**config.mk**
```make
export PLATFORM = sky130hd
export DESIGN_NAME = bcd_counter_n
export DESIGN_NICKNAME = d
export VERILOG_FILES = /design/src/rtl/bcd_pkg.sv /design/src/rtl/bcd_digit.sv /design/src/rtl/bcd_counter_n.sv
export SDC_FILE = /design/constraint.sdc
export NUM_CORES = 1
export LEC_CHECK = 0
export CAP_MARGIN = 20
export CORE_MARGIN = 5
export CORE_UTILIZATION = 40
export DETAILED_ROUTE_END_ITERATION = 10
export PLACE_DENSITY = 0.72
export SYNTH_ARGS = -nofsm -noshare
export SYNTH_HDL_FRONTEND = slang
export SYNTH_SLANG_ARGS = --single-unit
```
**constraint.sdc**
```tcl
create_clock -name clk -period 3.8 [get_ports clk]
set_input_delay 0.76 -clock clk [delete_from_list [all_inputs] [get_ports clk]]
set_output_delay 0.76 -clock clk [all_outputs]
set_load 0.005 [all_outputs]
```
**src/rtl/bcd_pkg.sv**
```systemverilog
`default_nettype none
// +--------------------------------------------------------------------+
// | Package : bcd_pkg                                                  |
// | Shared BCD constants and helpers for the N-digit BCD counter.      |
// | Revision: 1.0                                                      |
// +--------------------------------------------------------------------+
package bcd_pkg;

    localparam int         BCD_W      = 4;
    localparam logic [3:0] BCD_MAX    = 4'd9;
    localparam logic [3:0] BCD_MIN    = 4'd0;
    localparam int         MAX_DIGITS = 8;

    function automatic logic is_bcd(input logic [3:0] nibble);
        return (nibble <= BCD_MAX);
    endfunction

    // Packed all-9s terminal value, right-aligned in a MAX_DIGITS-wide word.
    function automatic logic [BCD_W*MAX_DIGITS-1:0] all_nines(input int digits);
        logic [BCD_W*MAX_DIGITS-1:0] v;
        v = '0;
        for (int i = 0; i < MAX_DIGITS; i++) begin
            if (i < digits) begin
                v[BCD_W*i +: BCD_W] = BCD_MAX;
            end
        end
        return v;
    endfunction

endpackage
`default_nettype wire

```
**src/rtl/bcd_digit.sv**
```systemverilog
`default_nettype none
// +--------------------------------------------------------------------+
// | Module  : bcd_digit                                                |
// | One BCD digit with increment/decrement and carry/borrow chaining.  |
// | Revision: 1.0                                                      |
// +--------------------------------------------------------------------+
module bcd_digit
    import bcd_pkg::*;
(
    input  logic       clk,
    input  logic       rst,
    input  logic       en,
    input  logic       up,
    input  logic       clr,
    input  logic       load,
    input  logic [3:0] d,
    input  logic       cin,
    output logic [3:0] q,
    output logic       cout
);

    logic [3:0] q_q;
    logic [3:0] q_d;

    always_comb begin
        q_d = q_q;
        if (clr) begin
            q_d = BCD_MIN;
        end else if (load) begin
            q_d = d;
        end else if (en && cin) begin
            if (up) begin
                q_d = (q_q >= BCD_MAX) ? BCD_MIN : q_q + 4'd1;
            end else begin
                q_d = (q_q == BCD_MIN) ? BCD_MAX : q_q - 4'd1;
            end
        end
    end

    always_ff @(posedge clk or posedge rst) begin
        if (rst) begin
            q_q <= BCD_MIN;
        end else begin
            q_q <= q_d;
        end
    end

    // cout means "this digit and all lower digits are at their rollover value".
    assign cout = cin & (up ? (q_q == BCD_MAX) : (q_q == BCD_MIN));
    assign q    = q_q;

endmodule
`default_nettype wire

```
**src/rtl/bcd_counter_n.sv**
```systemverilog
`default_nettype none
// +--------------------------------------------------------------------+
// | Module  : bcd_counter_n                                            |
// | DIGITS-wide packed BCD up/down counter, wrap or saturate, cascade. |
// | Revision: 1.0                                                      |
// +--------------------------------------------------------------------+
module bcd_counter_n
    import bcd_pkg::*;
#(
    parameter int unsigned DIGITS = 2,
    parameter bit          WRAP   = 1'b1
) (
    input  logic                  clk,
    input  logic                  rst,
    input  logic                  en,
    input  logic                  up,
    input  logic                  clr,
    input  logic                  load,
    input  logic [4*DIGITS-1:0]   load_val,
    output logic [4*DIGITS-1:0]   q,
    output logic                  carry_out,
    output logic                  wrap,
    output logic                  bad_load
);

    logic [DIGITS:0]        w_carry;
    logic [4*DIGITS-1:0]    w_load_clean;
    logic [DIGITS-1:0]      w_digit_bad;
    logic                   w_at_terminal;
    logic                   w_count_en;
    logic                   wrap_q;
    logic                   wrap_d;
    logic                   bad_load_q;
    logic                   bad_load_d;

    assign w_carry[0] = 1'b1;

    generate
        for (genvar i = 0; i < int'(DIGITS); i++) begin : g_digit
            assign w_digit_bad[i]         = ~is_bcd(load_val[4*i +: 4]);
            assign w_load_clean[4*i +: 4] = w_digit_bad[i] ? BCD_MIN : load_val[4*i +: 4];

            bcd_digit u_digit (
                .clk  (clk),
                .rst  (rst),
                .en   (w_count_en),
                .up   (up),
                .clr  (clr),
                .load (load),
                .d    (w_load_clean[4*i +: 4]),
                .cin  (w_carry[i]),
                .q    (q[4*i +: 4]),
                .cout (w_carry[i+1])
            );
        end
    endgenerate

    // The ripple out of the top digit is exactly "q is all 9s (up) / all 0s (down)".
    assign w_at_terminal = w_carry[DIGITS];

    // Saturation is just suppressing the enable at terminal; wrap falls out of the ripple.
    assign w_count_en = en & ~(w_at_terminal & ~WRAP);

    assign wrap_d     = en & ~clr & ~load & w_at_terminal & WRAP;
    assign bad_load_d = ~clr & load & (|w_digit_bad);

    always_ff @(posedge clk or posedge rst) begin
        if (rst) begin
            wrap_q     <= 1'b0;
            bad_load_q <= 1'b0;
        end else begin
            wrap_q     <= wrap_d;
            bad_load_q <= bad_load_d;
        end
    end

    assign carry_out = en & ~clr & ~load & w_at_terminal;
    assign wrap      = wrap_q;
    assign bad_load  = bad_load_q;

endmodule
`default_nettype wire

```
==> metrics.txt, run 1 <==
status=finished clean; Least-Margin Pin Slew=roughly 0.42 ns; Hold Path End=g_digit[0].u_digit.q[0]; sequential share of the synthesized area=0.246; Crit Reg-Reg Startpoint=g_digit[0].u_digit.q[1]; Synth Area in XOR/XNOR=0; Post-synth EDFFs=0; antenna fix cells=0; slowest cell on the critical path=clkdlybuf4s50_1; cells along the critical path=clkdlybuf4s50_1 > buf_4 > nand3_1 > a211oi_2 > and4_1 > clkdlybuf4s50_1; Die Y=around 60 um; Ys Warns=0; Post-DRT Antenna Nets=0; P&R area growth vs syn=27.7%; Min-Delay Path Depth=2; P_int=214 uW; power density cells=approximately 250 nW/um^2; Worst VDD drop=roughly 0.22 mV; met2 WL=1250 um; die area=roughly 3600 um^2; initial antenna violation count=0; Compound-Gate Fraction of Synth Area=0.323; most used cell, CP=clkdlybuf4s50_1; CTS buffer count=3; critical path peak fanout=21; drt first pass iters=4; synthesized area per cell=between 7 and 8 um^2; Final Cycle Share=0.920; Setup WS post-layout=a little over 0.3 ns; FF+latch count, synth=10; hold path start=g_digit[0].u_digit.q[0]; io pins=25; Post-Synth Adder-Cell Area=0.0985; dpl ws=about 0.35 ns; pin count of the biggest net entering global routing=22; WL final=2690 um; via/cell ratio=5.99; Sinks on Clock Net=10; multiplexer area fraction after synthesis=0.00985; reg2reg end=g_digit[1].u_digit.q[2]; clock root cell=clkbuf_4; Horiz. Die Dim=60.4 um; clock slew seen by the registers of the worst setup and hold paths=~0.060 ns; Final Hold Viols=0; Crit path largest cell delay=between 0.5 and 0.6 ns; clock share of power=0.225; Tmin final=around 3.5 ns; Worst setup SP type=input port; CP Data Arrival Time=2.74 ns; sequential share of power=0.394; M1 WL=approximately 1200 um; Nets=about 180; post-synth top area share=0.246; Worst Setup End Kind=primary output; Synth cell types=42; Worst EP required=around 3 ns; max-cap violations=0; largest area contributor in the netlist=dfrtp_1; sw frac=0.345; Post-Synthesis Cells=about 130; Min-Delay Path Class=reg -> reg; NetSw=~110 uW; first-pass GRT wire length=a little under 5000 um; largest cells by area after synthesis=dfrtp_1 (25%), ha_1 (9.9%), a21oi_1 (5.9%), o21ai_0 (4.9%), inv_1 (4.4%); worst rel slew slack=0.719; r2r setup slk=~1.6 ns; Fin Setup TNS=0 ns; Overall Global Routing Usage=0.173; WP buf/inv=3; Max Clock Skew=roughly 0.0034 ns; crit-path leading delay family=buffers and inverters; main flop type after synthesis=dfrtp_1; # setup viols final=0; Worst-Skew Late Latency=roughly 0.27 ns; RSZ-0062 raised after global routing=no; post-CTS setup buffer count=0; vias after detailed routing=1085; syn_nets=between 150 and 200; Simple-Gate Fraction of Synth Area=0.245; GPL Wtd Cong=between 0.9 and 1; critical path class=in -> out; Initial Utilization=0.414; core area=between 2000 and 2500 um^2; Comb pwr share=0.381; port buffer count=24; drt first-iter violations=34; vias in the first global route=1063; Hold-fix buffers, CTS=0; async set-reset flop share out of synthesis=1.00; global route total overflow=0; DRC=0; H-tree levels=1; CTS tree=built; met3 wire len=between 150 and 200 um; combinational family with the most area after synthesis=compound AO/OA/AOI/OAI gates; Max Used Layer=met4; Post-DP HPWL=around 2000 um; layout cells sized above 1=0.0728; WL per Instance=roughly 15 um; Slew Viols, Final=0; FMAX=between 200 and 300 MHz; clk buf depth=2; cells on worst reg2reg path=6; post_cts resized=0; synthesized cell area=1020 um^2; Site Rows=18; static leakage=between 0.0005 and 0.0006 uW
-- cells by family (layout without fill, tap and decap cells) --
family / after synthesis / after routing
compound gates: 48 / 48
simple gates: 43 / 43
buf+inv: 19 / 41
flops: 10 / 10
fa+ha+maj: 8 / 8
mux: 1 / 1
-- sequential cells by signal, summed over array words and instances, names as in the netlist --
name               count
g_digit.u_digit.q      8
bad_load               1
wrap                   1
-- final cells by class --
class	instances	area (um^2)
clock buffer	3	22.5
fill	245	1160
inverter	12	45.0
multi-input combinational	100	687
sequential	10	250
tap	30	37.5
timing repair buffer	26	255
-- cells in the mapped netlist (2+ instances only) --
library cell and count:
dfrtp_1 10, or2b_1 2, nor2b_1 3, inv_1 12
ha_1 8, nor2_1 8, a211oi_1 2, a21oi_1 12
a21boi_0 3, nand3_1 7, clkbuf_1 5, a31oi_1 3
nand2_1 7, o31ai_1 2, a32oi_1 2, or3b_2 2
o311ai_0 2, a211o_1 2, nor4_1 2, nand2b_1 4
o21ai_0 10
-- per-stage QoR --
| stage | hold slack, ns | cell area, um^2 | cells | util | power [uW] |
|---|---|---|---|---|---|
| 2_1_floorplan | 0.600 | 1020 | 129 | - | 205 |
| 3_3_place_gp | 0.696 | 1270 | 178 | 0.519 | 251 |
| 3_5_place_dp | 0.707 | 1270 | 178 | 0.519 | 253 |
| 4_1_cts | 0.715 | 1300 | 181 | 0.529 | 327 |
| 5_1_grt | 0.756 | 1300 | 181 | 0.529 | 353 |
| 6_report | 0.718 | 1300 | 181 | 0.529 | 326 |
-- layout by cell type (no fill, tap or decap), drive strengths merged, types with 2 or more instances in the layout --
cell           netlist  final
a211o                2      2
a211oi               3      3
a21boi               3      3
a21oi               12     12
a221oi               2      2
a31oi                3      3
a32oi                2      2
buf                  2      2
clkbuf               5      3
clkdlybuf4s50        0     24
dfrtp               10     10
ha                   8      8
inv                 12     12
nand2                7      7
nand2b               4      4
nand3                7      7
nor2                 8      8
nor2b                3      3
nor4                 2      2
o21ai               10     10
o311ai               2      2
o31ai                2      2
or2b                 2      2
or3b                 3      3
-- worst max path at each step --
stage                                        from   endpoint  slack [ns]  depth (start not counted)
after floorplan           g_digit[0].u_digit.q[0]  carry_out        1.36                          5
after global placement                         up  carry_out        0.35                          5
after detailed placement                       up  carry_out        0.35                          6
after CTS                                      up  carry_out        0.30                          6
after global routing                           up  carry_out        0.13                          6
final                                          up  carry_out        0.30                          6
-- power groups by stage --
stage	clock (uW)	sequential, uW	combinational, uW
finish	73.2	129	124
global route	83.4	131	139
CTS	74.8	128	124
detailed placement	0	130	123
global placement	0	130	122
floorplan	0	124	80.8
-- metal layers --
metal | GRT usage | vias up
met5 | 0 | -
met4 | 0.0854 | 0
met3 | 0.0234 | 7
met2 | 0.270 | 47
met1 | 0.235 | 505
li1 | - | 526
-- tightest hold or removal path: cells and delay by family, from the launching register on --
family | cells | cell delay [ns]
DFF | 1 | 0.48
AOI/OAI and AO/OA | 2 | 0.20
Power figures use the tool's default switching activity.
==> run 2: changes to the inputs <==
CORE_MARGIN = 1.5   (was 5)
==> metrics.txt, run 2 (synthesized netlist as in run 1, its figures left out) <==
max-cap violations=0 (unchanged); Least-Margin Pin Slew=0.421 ns (-0.00154 ns); cells along the critical path=clkdlybuf4s50_1 > buf_4 > nand3_1 > a211oi_2 > and4_1 > clkdlybuf4s50_1; drt first-iter violations=35 (+2.9%); Hold-fix buffers, CTS=0 (unchanged); Sinks on Clock Net=10 (unchanged); Crit path largest cell delay=0.50 ns (-0.02 ns); Final Hold Viols=0 (unchanged); Worst VDD drop=0.254 mV (+15%); Overall Global Routing Usage=0.206 (+0.0331); Setup WS post-layout=0.321 ns (+0.0178 ns); Tmin final=3.48 ns (-0.0178 ns); power density cells=250 nW/um^2 (-0.34%); GPL Wtd Cong=0.939 (+1.6%); total power=325 uW (-0.34%); Max Clock Skew=0.000949 ns (-0.00244 ns); static leakage=0.000520 uW (unchanged); vias in the first global route=928 (-13%); Horiz. Die Dim=53.4 um (-12%); Min-Delay Path Depth=2 (unchanged); clock root cell=clkbuf_4; cells on worst reg2reg path=6 (unchanged); Die Y=53.4 um (-12%); post_cts resized=0 (unchanged); critical path peak fanout=21 (unchanged); vias after detailed routing=1111 (+2.4%); met1 usage=0.265 (+0.0299); Finished Layout Cells=181 (unchanged); CP Data Arrival Time=2.72 ns (-0.02 ns); drt first pass iters=4 (unchanged); # setup viols final=0 (unchanged); Min-Delay Path Class=reg -> reg; pin count of the biggest net entering global routing=22 (unchanged); met2 Use GR=0.337 (+0.0674); P&R area growth vs syn=27.7% (unchanged); via/cell ratio=6.14 (+2.4%); Worst setup SP type=input port; met3 GRT Util=0.0650 (+0.0416); die area=2850 um^2 (-22%); Worst Setup End Kind=primary output; WL per Instance=15.2 um (+2.4%); busiest grt layer=met2; clock slew seen by the registers of the worst setup and hold paths=0.06 ns (about the same); Worst EP required=3.04 ns (about the same); worst rel slew slack=0.720 (+0.00102); first-pass GRT wire length=4290 um (-11%); Fin Setup TNS=0 ns (unchanged); status=finished clean; io pins=25 (unchanged); critical path class=in -> out; dpl ws=0.338 ns (-0.0152 ns); clk buf depth=2 (unchanged); most used cell, CP=clkdlybuf4s50_1; reg2reg end=g_digit[1].u_digit.q[2]; H-tree levels=1 (unchanged); Slew Viols, Final=0 (unchanged); core area=2430 um^2 (-0.92%); Post-DRT Antenna Nets=0 (unchanged); Nets=175 (unchanged); CP Launch Point=up; Largest register FFs=8 (unchanged); port buffer count=24 (unchanged); hold path start=g_digit[1].u_digit.q[1]; initial antenna violation count=0 (unchanged); RSZ-0062 raised after global routing=no; slowest cell on the critical path=clkdlybuf4s50_1; Site Rows=18 (unchanged); Initial Utilization=0.418 (+0.00383); layout cells sized above 1=0.0728 (unchanged); Crit Reg-Reg Startpoint=g_digit[0].u_digit.q[0]; WL final=2760 um (+2.4%); Post-DP HPWL=1980 um (-0.93%); most frequent cells in the layout=clkdlybuf4s50_1 (24), inv_1 (12), a21oi_1 (12); Cells after DPL=178 (unchanged); CTS buffer count=3 (unchanged); CTS tree=built; FMAX=287 MHz (+0.51%); most common cell after layout, fill and taps aside=clkdlybuf4s50_1; global route total overflow=0 (unchanged); Worst-Skew Late Latency=0.26 ns (about the same); # fillers=241 (-1.6%); antenna fix cells=0 (unchanged); post-CTS setup buffer count=0 (unchanged); Hold Path End=g_digit[1].u_digit.q[1]; DRC=0 (unchanged); r2r setup slk=1.53 ns (-0.02 ns); Final Cycle Share=0.916 (-0.00469)
run 2: critical path: cells and delay by family:
kind,cells,cell delay [ns]
AND/OR/NAND/NOR,2,0.42
buffers and inverters,3,1.23
AO/OA/AOI/OAI,1,0.30
run 2: power by group:
group | switching, uW | total, uW | internal [uW] | leakage [uW]
clock | 33.7 | 70.1 | 36.5 | 0.0000138
sequential | 15.9 | 129 | 113 | 0.000133
combinational | 61.7 | 126 | 64.1 | 0.000373
total | 111 | 325 | 214 | 0.000520
run 2: worst max path at each step:
stage                     depth (start not counted)  slack, ns         to
after floorplan                                   5       1.36  carry_out
after global placement                            5       0.36  carry_out
after detailed placement                          6       0.34  carry_out
after CTS                                         6       0.33  carry_out
after global routing                              6       0.20  carry_out
final                                             6       0.32  carry_out
run 2: per-stage QoR:
step	hold WS [ns]	instance area, um^2	utilization
finish	0.730	1300	0.533
global route	0.745	1300	0.533
CTS	0.724	1300	0.533
detailed placement	0.708	1270	0.524
global placement	0.698	1270	0.524
floorplan	0.600	1020	-
run 2: cell type report:
class,instances,area [um^2],area share
Timing Repair Buffer,26,255,0.197
Multi-Input combinational cell,100,687,0.529
Sequential cell,10,250,0.193
Tap cell,30,37.5,0.0289
Clock buffer,3,22.5,0.0174
Inverter,12,45.0,0.0347
run 2: layer usage:
layer  vias up  part of all wire
met3         2             0.067
met1       527              0.43
met5         -                 0
li1        533                 -
met4         0            0.0047
met2        49              0.50
==> run 3: changes to the inputs <==
CORE_MARGIN = not set   (was 1.5)
==> metrics.txt, run 3 (synthesized netlist as in run 1, its figures left out) <==
CTS tree=built; critical path class=in -> out; Worst-Skew Late Latency=0.27 ns (about the same); Crit path largest cell delay=0.51 ns (about the same); clock root cell=clkbuf_4; Overall Global Routing Usage=0.207 (+0.000422); H-tree levels=1 (unchanged); antenna fix cells=0 (unchanged); Initial Utilization=0.442 (+0.0246); slowest cell on the critical path=clkdlybuf4s50_1; Hold WS=0.731 ns (+0.000462 ns); post_cts resized=0 (unchanged); most frequent cells in the layout=clkdlybuf4s50_1 (24), inv_1 (12), a21oi_1 (12); status=finished clean; WL per Instance=14.4 um (-5.6%); Worst Setup End Kind=primary output; max-cap violations=0 (unchanged); FMAX=286 MHz (-0.39%); static leakage=0.000520 uW (unchanged); critical path peak fanout=21 (unchanged); Worst VDD drop=0.197 mV (-22%); worst rel slew slack=0.731 (+0.0118); core area=2300 um^2 (-5.6%); Sinks on Clock Net=10 (unchanged); CP Launch Point=up; clock slew seen by the registers of the worst setup and hold paths=0.06 ns (about the same); Worst EP required=3.04 ns (about the same); drt first-iter violations=30 (-14%); CP Data Arrival Time=2.73 ns (about the same); die area=2750 um^2 (-3.7%); io pins=25 (unchanged); Hold-fix buffers, CTS=0 (unchanged); Final Hold Viols=0 (unchanged); RSZ-0062 raised after global routing=no; power density cells=251 nW/um^2 (+0.26%); Slew Viols, Final=0 (unchanged); WL final=2570 um (-6.6%); cells on worst reg2reg path=6 (unchanged); Site Rows=17 (-1); reg2reg end=g_digit[1].u_digit.q[2]; Post-DP HPWL=1930 um (-2.1%); cells along the critical path=clkdlybuf4s50_1 > buf_4 > nand3_1 > a211oi_2 > and4_1 > clkdlybuf4s50_1; first-pass GRT wire length=4260 um (-0.79%); P&R area growth vs syn=27.5%; port buffer count=24 (unchanged); GPL Wtd Cong=0.898 (-4.4%); via/cell ratio=5.94 (-3.3%); initial antenna violation count=0 (unchanged); r2r setup slk=1.54 ns (about the same); Die Y=52.4 um (-1.9%); Cells after DPL=176 (-1.1%); DRC=0 (unchanged); global route total overflow=0 (unchanged); Comb pwr share=0.380 (-0.007); clock share of power=0.224 (+0.008); Finished Layout Cells=179 (-1.1%); Min-Delay Path Class=reg -> reg; vias after detailed routing=1063 (-4.3%); P_int=214 uW (about the same); Hold Path End=g_digit[1].u_digit.q[1]; CTS buffer count=3 (unchanged); Min-Delay Path Depth=2 (unchanged); hold path start=g_digit[1].u_digit.q[1]; post-CTS setup buffer count=0 (unchanged); layout cells sized above 1=0.0728 (unchanged); Max Clock Skew=0.00683 ns (+0.00588 ns); Worst setup SP type=input port; Fin Setup TNS=0 ns (unchanged); Least-Margin Pin Slew=0.398 ns (-0.0227 ns); NetSw=112 uW (+0.26%); most common cell after layout, fill and taps aside=clkdlybuf4s50_1; clk buf depth=2 (unchanged); Post-DRT Antenna Nets=0 (unchanged); Final Cycle Share=0.919 (+0.00357); # fillers=219 (-9.1%); sw frac=0.343 (+0.000650); sequential share of power=0.396 (about the same); vias in the first global route=1004 (+8.2%); # setup viols final=0 (unchanged); most used cell, CP=clkdlybuf4s50_1; pin count of the biggest net entering global routing=22 (unchanged); Tmin final=3.49 ns (+0.0136 ns); drt first pass iters=4 (unchanged); Crit Reg-Reg Startpoint=g_digit[0].u_digit.q[0]; Nets=175 (unchanged); Horiz. Die Dim=52.4 um (-1.9%); Largest register FFs=8 (unchanged)
run 3: cell counts in the layout (fill, tap and decap cells not counted):
Identical to the previous run, type by type.
run 3: how the worst max path moves through the flow:
stage | end | slack [ns] | depth (start not counted)
finish | carry_out | 0.31 | 6
detailed placement | carry_out | 0.33 | 6
CTS | carry_out | 0.32 | 6
global route | carry_out | 0.20 | 6
global placement | carry_out | 0.37 | 5
floorplan | carry_out | 1.36 | 5
run 3: area by class of cell:
class | instances | area [um^2] | area share
repair buffers | 26 | 255 | 0.197
flip-flops and latches | 10 | 250 | 0.193
clock buffers | 3 | 22.5 | 0.0174
multi-input cells | 100 | 687 | 0.530
inverters | 12 | 45.0 | 0.0348
well taps | 28 | 35.0 | 0.0271
run 3: worst max-delay path: cells and delay by family:
family	cells	cell delay (ns)
AND/OR/NAND/NOR	2	0.44
AO/OA/AOI/OAI	1	0.31
buffers and inverters	3	1.23
run 3: stage by stage:
stage | instance area (um^2) | power (uW) | setup slack (ns) | util
2_1_floorplan | 1020 | 205 | 1.36 | -
3_3_place_gp | 1270 | 252 | 0.369 | 0.554
3_5_place_dp | 1270 | 253 | 0.328 | 0.554
4_1_cts | 1290 | 325 | 0.322 | 0.564
5_1_grt | 1290 | 349 | 0.205 | 0.564
6_report | 1290 | 325 | 0.307 | 0.564
run 3: routing by layer:
layer	global-route usage	wire length, um	up-vias
li1	-	-	531
met1	0.239	1180	496
met2	0.371	1240	34
met3	0.0551	132	2
met4	0.0526	16	0
met5	0	0	-
run 3: power by group through the flow:
stage | combinational [uW] | sequential, uW | clock, uW
2_1_floorplan | 80.8 | 124 | 0
3_3_place_gp | 121 | 131 | 0
3_5_place_dp | 123 | 130 | 0
4_1_cts | 123 | 128 | 73.3
5_1_grt | 138 | 130 | 80.7
6_report | 124 | 129 | 72.8
